===== src/rtl/id_ex_stage.sv =====
`default_nettype none
// ============================================================================
// Module   : id_ex_stage
// Brief    : ID/EX pipeline register with load-use stall, write bypass and
//            EX/MEM + MEM/WB operand forwarding.
// Revision : 1.0 - initial release
// ============================================================================
module id_ex_stage #(
    parameter bit FWD_EN = 1'b1
) (
    input  logic        clk,
    input  logic        rst_n,
    input  logic        id_valid_in,
    output logic        id_ready_out,
    input  logic [4:0]  id_rs1_in,
    input  logic [4:0]  id_rs2_in,
    input  logic [4:0]  id_rd_in,
    input  logic [63:0] id_rs1_data_in,
    input  logic [63:0] id_rs2_data_in,
    input  logic [63:0] id_imm_in,
    input  logic        id_use_imm_in,
    input  logic [3:0]  id_alu_op_in,
    input  logic        id_reg_write_in,
    input  logic        id_mem_read_in,
    input  logic        flush_in,
    output logic        ex_valid_out,
    input  logic        ex_ready_in,
    output logic [63:0] ex_operand1_out,
    output logic [63:0] ex_operand2_out,
    output logic [3:0]  ex_alu_op_out,
    output logic [4:0]  ex_rd_out,
    output logic        ex_reg_write_out,
    output logic        ex_mem_read_out,
    input  logic [4:0]  mem_rd_in,
    input  logic        mem_reg_write_in,
    input  logic [63:0] mem_result_in,
    input  logic [4:0]  wb_rd_in,
    input  logic        wb_reg_write_in,
    input  logic [63:0] wb_result_in
);

    localparam logic [4:0] c_ZERO_REG = 5'd0;

    logic        r_valid;
    logic        r_rst_done;
    logic [4:0]  r_rs1;
    logic [4:0]  r_rs2;
    logic [4:0]  r_rd;
    logic [63:0] r_rs1_data;
    logic [63:0] r_rs2_data;
    logic [63:0] r_imm;
    logic        r_use_imm;
    logic [3:0]  r_alu_op;
    logic        r_reg_write;
    logic        r_mem_read;

    logic        w_load_use;
    logic        w_in_xfer;
    logic        w_out_xfer;
    logic [63:0] w_cap_rs1_data;
    logic [63:0] w_cap_rs2_data;
    logic        w_wb_hit_rs1;
    logic        w_wb_hit_rs2;
    logic [63:0] w_fwd_rs1;
    logic [63:0] w_fwd_rs2;

    assign w_load_use = r_valid && r_mem_read && (r_rd != c_ZERO_REG) && id_valid_in &&
                        ((id_rs1_in == r_rd) || (!id_use_imm_in && (id_rs2_in == r_rd)));

    // r_rst_done keeps the first edge after reset release from accepting anything.
    assign id_ready_out = (!r_valid || ex_ready_in) && !w_load_use && !flush_in && r_rst_done;
    assign w_in_xfer    = id_valid_in && id_ready_out;
    assign w_out_xfer   = r_valid && ex_ready_in;

    // Register file writes in the same cycle as the read are bypassed at capture.
    assign w_cap_rs1_data = (wb_reg_write_in && (wb_rd_in == id_rs1_in) && (id_rs1_in != c_ZERO_REG))
                            ? wb_result_in : id_rs1_data_in;
    assign w_cap_rs2_data = (wb_reg_write_in && (wb_rd_in == id_rs2_in) && (id_rs2_in != c_ZERO_REG))
                            ? wb_result_in : id_rs2_data_in;

    assign w_wb_hit_rs1 = wb_reg_write_in && (wb_rd_in == r_rs1) && (r_rs1 != c_ZERO_REG);
    assign w_wb_hit_rs2 = wb_reg_write_in && (wb_rd_in == r_rs2) && (r_rs2 != c_ZERO_REG);

    always_ff @(posedge clk or negedge rst_n) begin
        if (!rst_n) begin
            r_valid     <= 1'b0;
            r_rst_done  <= 1'b0;
            r_rs1       <= '0;
            r_rs2       <= '0;
            r_rd        <= '0;
            r_rs1_data  <= '0;
            r_rs2_data  <= '0;
            r_imm       <= '0;
            r_use_imm   <= 1'b0;
            r_alu_op    <= '0;
            r_reg_write <= 1'b0;
            r_mem_read  <= 1'b0;
        end else begin
            r_rst_done <= 1'b1;
            if (flush_in) begin
                r_valid <= 1'b0;
            end else if (w_in_xfer) begin
                r_valid     <= 1'b1;
                r_rs1       <= id_rs1_in;
                r_rs2       <= id_rs2_in;
                r_rd        <= id_rd_in;
                r_rs1_data  <= w_cap_rs1_data;
                r_rs2_data  <= w_cap_rs2_data;
                r_imm       <= id_imm_in;
                r_use_imm   <= id_use_imm_in;
                r_alu_op    <= id_alu_op_in;
                r_reg_write <= id_reg_write_in;
                r_mem_read  <= id_mem_read_in;
            end else begin
                if (w_out_xfer) begin
                    r_valid <= 1'b0;
                end
                // A stalled instruction must not lose a write that retires while it waits.
                if (r_valid && w_wb_hit_rs1) begin
                    r_rs1_data <= wb_result_in;
                end
                if (r_valid && w_wb_hit_rs2) begin
                    r_rs2_data <= wb_result_in;
                end
            end
        end
    end

    generate
        if (FWD_EN) begin : g_fwd
            always_comb begin
                w_fwd_rs1 = r_rs1_data;
                if (mem_reg_write_in && (mem_rd_in == r_rs1) && (r_rs1 != c_ZERO_REG)) begin
                    w_fwd_rs1 = mem_result_in;
                end else if (w_wb_hit_rs1) begin
                    w_fwd_rs1 = wb_result_in;
                end
            end
            always_comb begin
                w_fwd_rs2 = r_rs2_data;
                if (mem_reg_write_in && (mem_rd_in == r_rs2) && (r_rs2 != c_ZERO_REG)) begin
                    w_fwd_rs2 = mem_result_in;
                end else if (w_wb_hit_rs2) begin
                    w_fwd_rs2 = wb_result_in;
                end
            end
        end else begin : g_no_fwd
            assign w_fwd_rs1 = r_rs1_data;
            assign w_fwd_rs2 = r_rs2_data;
        end
    endgenerate

    assign ex_valid_out     = r_valid;
    assign ex_operand1_out  = w_fwd_rs1;
    assign ex_operand2_out  = r_use_imm ? r_imm : w_fwd_rs2;
    assign ex_alu_op_out    = r_alu_op;
    assign ex_rd_out        = r_rd;
    assign ex_reg_write_out = r_reg_write;
    assign ex_mem_read_out  = r_mem_read;

endmodule
`default_nettype wire


===== config.mk =====
export PLATFORM = sky130hd
export DESIGN_NAME = id_ex_stage
export DESIGN_NICKNAME = d
export VERILOG_FILES = /design/src/rtl/id_ex_stage.sv
export SDC_FILE = /design/constraint.sdc
export NUM_CORES = 1
export LEC_CHECK = 0
export BUFFER_PORTS_ARGS = -buffer_cell sky130_fd_sc_hd__buf_2
export CELL_PAD_IN_SITES_DETAIL_PLACEMENT = 1
export CELL_PAD_IN_SITES_GLOBAL_PLACEMENT = 1
export CORE_UTILIZATION = 36
export DETAILED_ROUTE_END_ITERATION = 12
export PLACE_DENSITY_LB_ADDON = 0.08
export SYNTH_ARGS = -nofsm -noshare
export SYNTH_HDL_FRONTEND = slang
export SYNTH_SLANG_ARGS = --single-unit

===== constraint.sdc =====
create_clock -name clk -period 6.4 [get_ports clk]
set_input_delay 0.96 -clock clk [delete_from_list [all_inputs] [get_ports clk]]
set_output_delay 0.96 -clock clk [all_outputs]
set_load 0.03 [all_outputs]

Word level (Yosys, flattened, before mapping)
Cells that the tools add are included.
{"block": "op_classes", "n_mux": 14, "n_eq_ne": 8, "reduce_logical": 41, "bitwise_logic": 1}
{"op": "$mux W64", "n": 11}
{"op": "$eq A5 B5 Y1", "n": 8}
{"op": "$reduce_bool A5 Y1", "n": 5}
{"op": "$logic_and A1 B1 Y1", "n": 24}
{"op": "$reduce_and A2 Y1", "n": 3}
{"op": "$logic_not A1 Y1", "n": 4}
{"op": "$reduce_bool A2 Y1", "n": 2}
{"op": "$mux W1", "n": 3}
{"op": "$reduce_bool A3 Y1", "n": 1}
{"op": "$logic_or A1 B1 Y1", "n": 2}
{"op": "$not A1 Y1", "n": 1}
{"block": "totals", "output_inout_bits": 141, "word_cells": 76, "inputBits": 359, "ff_bits": 216}

Depth between registers and ports, before layout
{"block": "depth", "ltp_word": 11, "depth_mapped": 9, "mapped_depth_nobuf": 6}

Least setup slack after synthesis
No wires, ideal clock.
{"block": "synth_timing", "path_kind": "input -> output", "startpoint": "input wb_rd_in[4]", "endpoint": "output ex_operand1_out[10]", "stages": 8, "required_ns": 5.440, "path_slack_ns": 2.351, "n_path_buf": 3, "arrival_ns": 3.089, "cell_sequence": "clkbuf_1 > xnor2_1 > nand4_1 > nor4_1 > buf_2 > buf_4 > mux2i_1 > o21ai_0"}
{"block": "synth_between", "elab_chain_cells": 5}
{"item": "start, declared", "line": "37", "text": "input logic [4:0] wb_rd_in,"}
{"item": "$eq A5 B5 Y1", "line": "81", "text": "assign w_wb_hit_rs1 = wb_reg_write_in && (wb_rd_in == r_rs1) && (r_rs1 != c_ZERO_REG);"}
{"item": "$logic_and A1 B1 Y1 (2 in a row)", "line": "81"}
{"item": "$mux W64", "line": "135", "text": "end else if (w_wb_hit_rs1) begin"}
{"item": "$mux W64", "line": "133", "text": "if (mem_reg_write_in && (mem_rd_in == r_rs1) && (r_rs1 != c_ZERO_REG)) begin"}
{"item": "end, declared", "line": "28", "text": "output logic [63:0] ex_operand1_out,"}
No other way between the ends.

Worst setup path in the final report
{"block": "layout_timing", "startpoint": "register r_rs2[1]", "endpoint": "output ex_operand2_out[18]"}
{"block": "layout_between", "elab_chain_cells": 6, "elab_cells_between_ends": 10, "classes_between": "eq/ne (2); mux (3); reduce/logical (5)"}
{"item": "start, declared", "line": "47", "text": "logic [4:0] r_rs2;"}
{"item": "start signal, assigned", "line": "105", "text": "r_rs2 <= id_rs2_in;"}
{"item": "$eq A5 B5 Y1", "line": "82", "text": "assign w_wb_hit_rs2 = wb_reg_write_in && (wb_rd_in == r_rs2) && (r_rs2 != c_ZERO_REG);"}
{"item": "$logic_and A1 B1 Y1 (2 in a row)", "line": "82"}
{"item": "$mux W64", "line": "143", "text": "end else if (w_wb_hit_rs2) begin"}
{"item": "$mux W64 (*)", "line": "141", "text": "if (mem_reg_write_in && (mem_rd_in == r_rs2) && (r_rs2 != c_ZERO_REG)) begin"}
{"item": "$mux W64 (*)", "line": "155", "text": "assign ex_operand2_out = r_use_imm ? r_imm : w_fwd_rs2;"}
{"item": "end, declared", "line": "29", "text": "output logic [63:0] ex_operand2_out,"}
Mark *: on every way between the ends. The rest lies on a longest branch, timed or not.

==> results.sh <==
export IMPL_status="finished, final reports clean"
export IMPL_place_ws_ns=2.04
export IMPL_layout_nets=1988
export IMPL_yosysMostFrequentCell="mux2_2"
export IMPL_critPathMaxFanout=71
export IMPL_io_pins=500
export IMPL_rows=71
export IMPL_syn_to_final_growth_pct=27.6
export IMPL_max_slew_margin_pct=31.0
export IMPL_cts_buffers=29
export IMPL_fp_dieArea_um2=38800
export IMPL_placedInstanceArea_um2=16500
export IMPL_powerDensity_nw_per_um2=307
export IMPL_grt_pass1_wl_mm=73.2
export IMPL_htreeDepth=1
export IMPL_path_class="reg2out"
export IMPL_end_kind="output pin"
export IMPL_grt_use_total_pct=24.8
export IMPL_cts_sinks=216
export IMPL_synth_nets=1536
export IMPL_final_util_pct=46.5
export IMPL_fin_cells=2185
export IMPL_fin_area_um2=17500
export IMPL_timing_hold_ws_ns=0.447
export IMPL_die_height_um=197
export IMPL_vdd_drop_max_mv=0.213
export IMPL_setup_tns_ns=0
export IMPL_post_drt_via_cell_ratio=5.13
export IMPL_cts_root_buf="clkbuf_16"
export IMPL_core_area_um2=37600
export IMPL_clockBufferDepth=3
export IMPL_critPathLaunch="r_rs2[1]"
export IMPL_reg2reg_depth=7
export IMPL_rsz0062_at_grt="no"
export IMPL_initial_core_util_pct=36.5
export IMPL_antenna_left=0
export IMPL_hp_class="in2async"
export IMPL_cp_arrival_ns=3.95
export IMPL_netlist_area_um2=13700
export IMPL_cts_hold_buf=0
export IMPL_worst_pin_slew_ns=1.04
export IMPL_place_inst=2109
export IMPL_die_w_um=197
export IMPL_ys_seq_elements=216
export IMPL_drive_gt1_share_pct=52.8
export IMPL_required_ns=5.44
export IMPL_finalHoldViolCount=0
export IMPL_async_flop_share_pct=100
export IMPL_setup_viol=0
export IMPL_synth_edf_count=0
export IMPL_clock_latency_ns=0.56
export IMPL_max_freq_mhz=204
export IMPL_power_mw=5.37
export IMPL_grt_max_degree=129
export IMPL_clk_pin_slew_worst_paths_ns=0.06
export IMPL_clock_skew_ns=0.0139
export IMPL_netlist_top_cells_area="dfrtp_1, mux2_2, mux2i_1"
export IMPL_drt_wl_total_mm=49.0
export IMPL_wire_per_inst_um=22.4
export IMPL_drt_iter0_drc=307
export IMPL_start_kind="flip-flop"
export IMPL_ys_types=34
export IMPL_num_fill_cells=4258
export IMPL_drc=0
export IMPL_power_leakage_nw=8.04
export IMPL_worstReg2RegStart="ex_rd_out[2]"
export IMPL_io_buffers=499
export IMPL_via_count=11200
export IMPL_layout_setup_ws_ns=1.49
export IMPL_syn_area_per_cell_um2=11.6
export IMPL_worst_r2r_setup_slack_ns=3.06
export IMPL_gp_congestion=0.817
export IMPL_period_share_pct=76.7
export IMPL_r2r_end="r_rs1_data[18]"
export IMPL_max_cap_violations=0
export IMPL_grt_pass1_vias=12100
export IMPL_synth_top_area_cell="dfrtp_1"
export IMPL_hpwlAfterDp_mm=34.4
export IMPL_maxSlewViolCount=0
export IMPL_cts_tree="yes"
export IMPL_overflow=0
export IMPL_synth_cells=1177
export IMPL_synthTopCellsByCount="mux2_2, dfrtp_1, mux2i_1"
export IMPL_post_cts_resized=0
export IMPL_post_cts_buffers=0
export IMPL_yosys_warnings=0
export IMPL_synth_seq_area_share_pct=39.5
export IMPL_critPathCapture="ex_operand2_out[18]"
export IMPL_first_pass_iters=4
export IMPL_synth_ff_type="dfrtp_1"
export IMPL_fin_crit_ns=4.91
export IMPL_grt_antenna_before_repair=36
export IMPL_synth_top_area_share_pct=39.5
[final cells by class]
class                      count  area [um2]  area share (%)
antenna                       23        57.6           0.329
tap                          511         639            3.66
clock inverter                 9        48.8           0.279
timing repair buffer         512        2680            15.3
multi-input combinational    870        7820            44.7
sequential                   216        5410            30.9
clock buffer                  44         832            4.76
[layout by cell type, fill, tap and decap left out, types with 60 or more instances in the layout]
cell and count:
mux2i_1 128, a21o_1 66, dfrtp_1 215, buf_2 498
nand2_1 68, nor2_1 67, a211oi_1 64, mux2_4 60
mux2_2 245, o21ai_0 64
[routing by layer]
metal / wire length, um / GRT usage (%) / up-vias
met4: 1230 / 7.44 / 20
met1: 19900 / 29.6 / 5550
met3: 3180 / 6.39 / 79
met5: 123 / 0 / -
li1: - / - / 5211
met2: 24600 / 43.6 / 353
[sequential cells by signal (all words and copies together) (netlist names), 4 cells and up]
name           count
ex_alu_op_out      4
ex_rd_out          5
r_imm             64
r_rs1              5
r_rs1_data        64
r_rs2              5
r_rs2_data        64
[worst min path at each step]
stage                              start              to  slack (ns)  depth (start not counted)
after floorplan           r_rs2_data[10]  r_rs2_data[10]        0.46                          1
after global placement    r_rs2_data[51]  r_rs2_data[51]        0.47                          1
after detailed placement  r_rs2_data[14]  r_rs2_data[14]        0.48                          1
after CTS                          rst_n       r_imm[17]        0.49                          1
after global routing               rst_n       r_imm[17]        0.51                          1
final                              rst_n       r_imm[17]        0.45                          1
[cells by family after synthesis]
logic type | count (synthesis) | synth area share [%]
AO/OA/AOI/OAI | 203 | 10.4
XOR/XNOR | 38 | 2.43
buffers and inverters | 91 | 3.74
flip-flops | 216 | 39.5
multiplexers | 470 | 39.1
other | 1 | 0.0274
AND/OR/NAND/NOR | 158 | 4.80
[critical path, cell delays in order (launching register included)]
cell,delay [ns]
dfrtp_1,0.42
or4_1,0.55
nor2_1,0.24
or4_4,0.72
buf_4,0.65
nor2_1,0.10
a211oi_1,0.26
a21o_1,0.11
buf_2,0.20
[power by group]
group	switching (mW)	internal, mW	total [mW]	leakage (nW)
Sequential	0.198	1.66	1.86	2.56
Combinational	1.18	0.802	1.98	5.04
Clock	0.644	0.890	1.53	0.441
Total	2.02	3.35	5.37	8.04
Note: power is estimated with default switching activity, not from simulation.
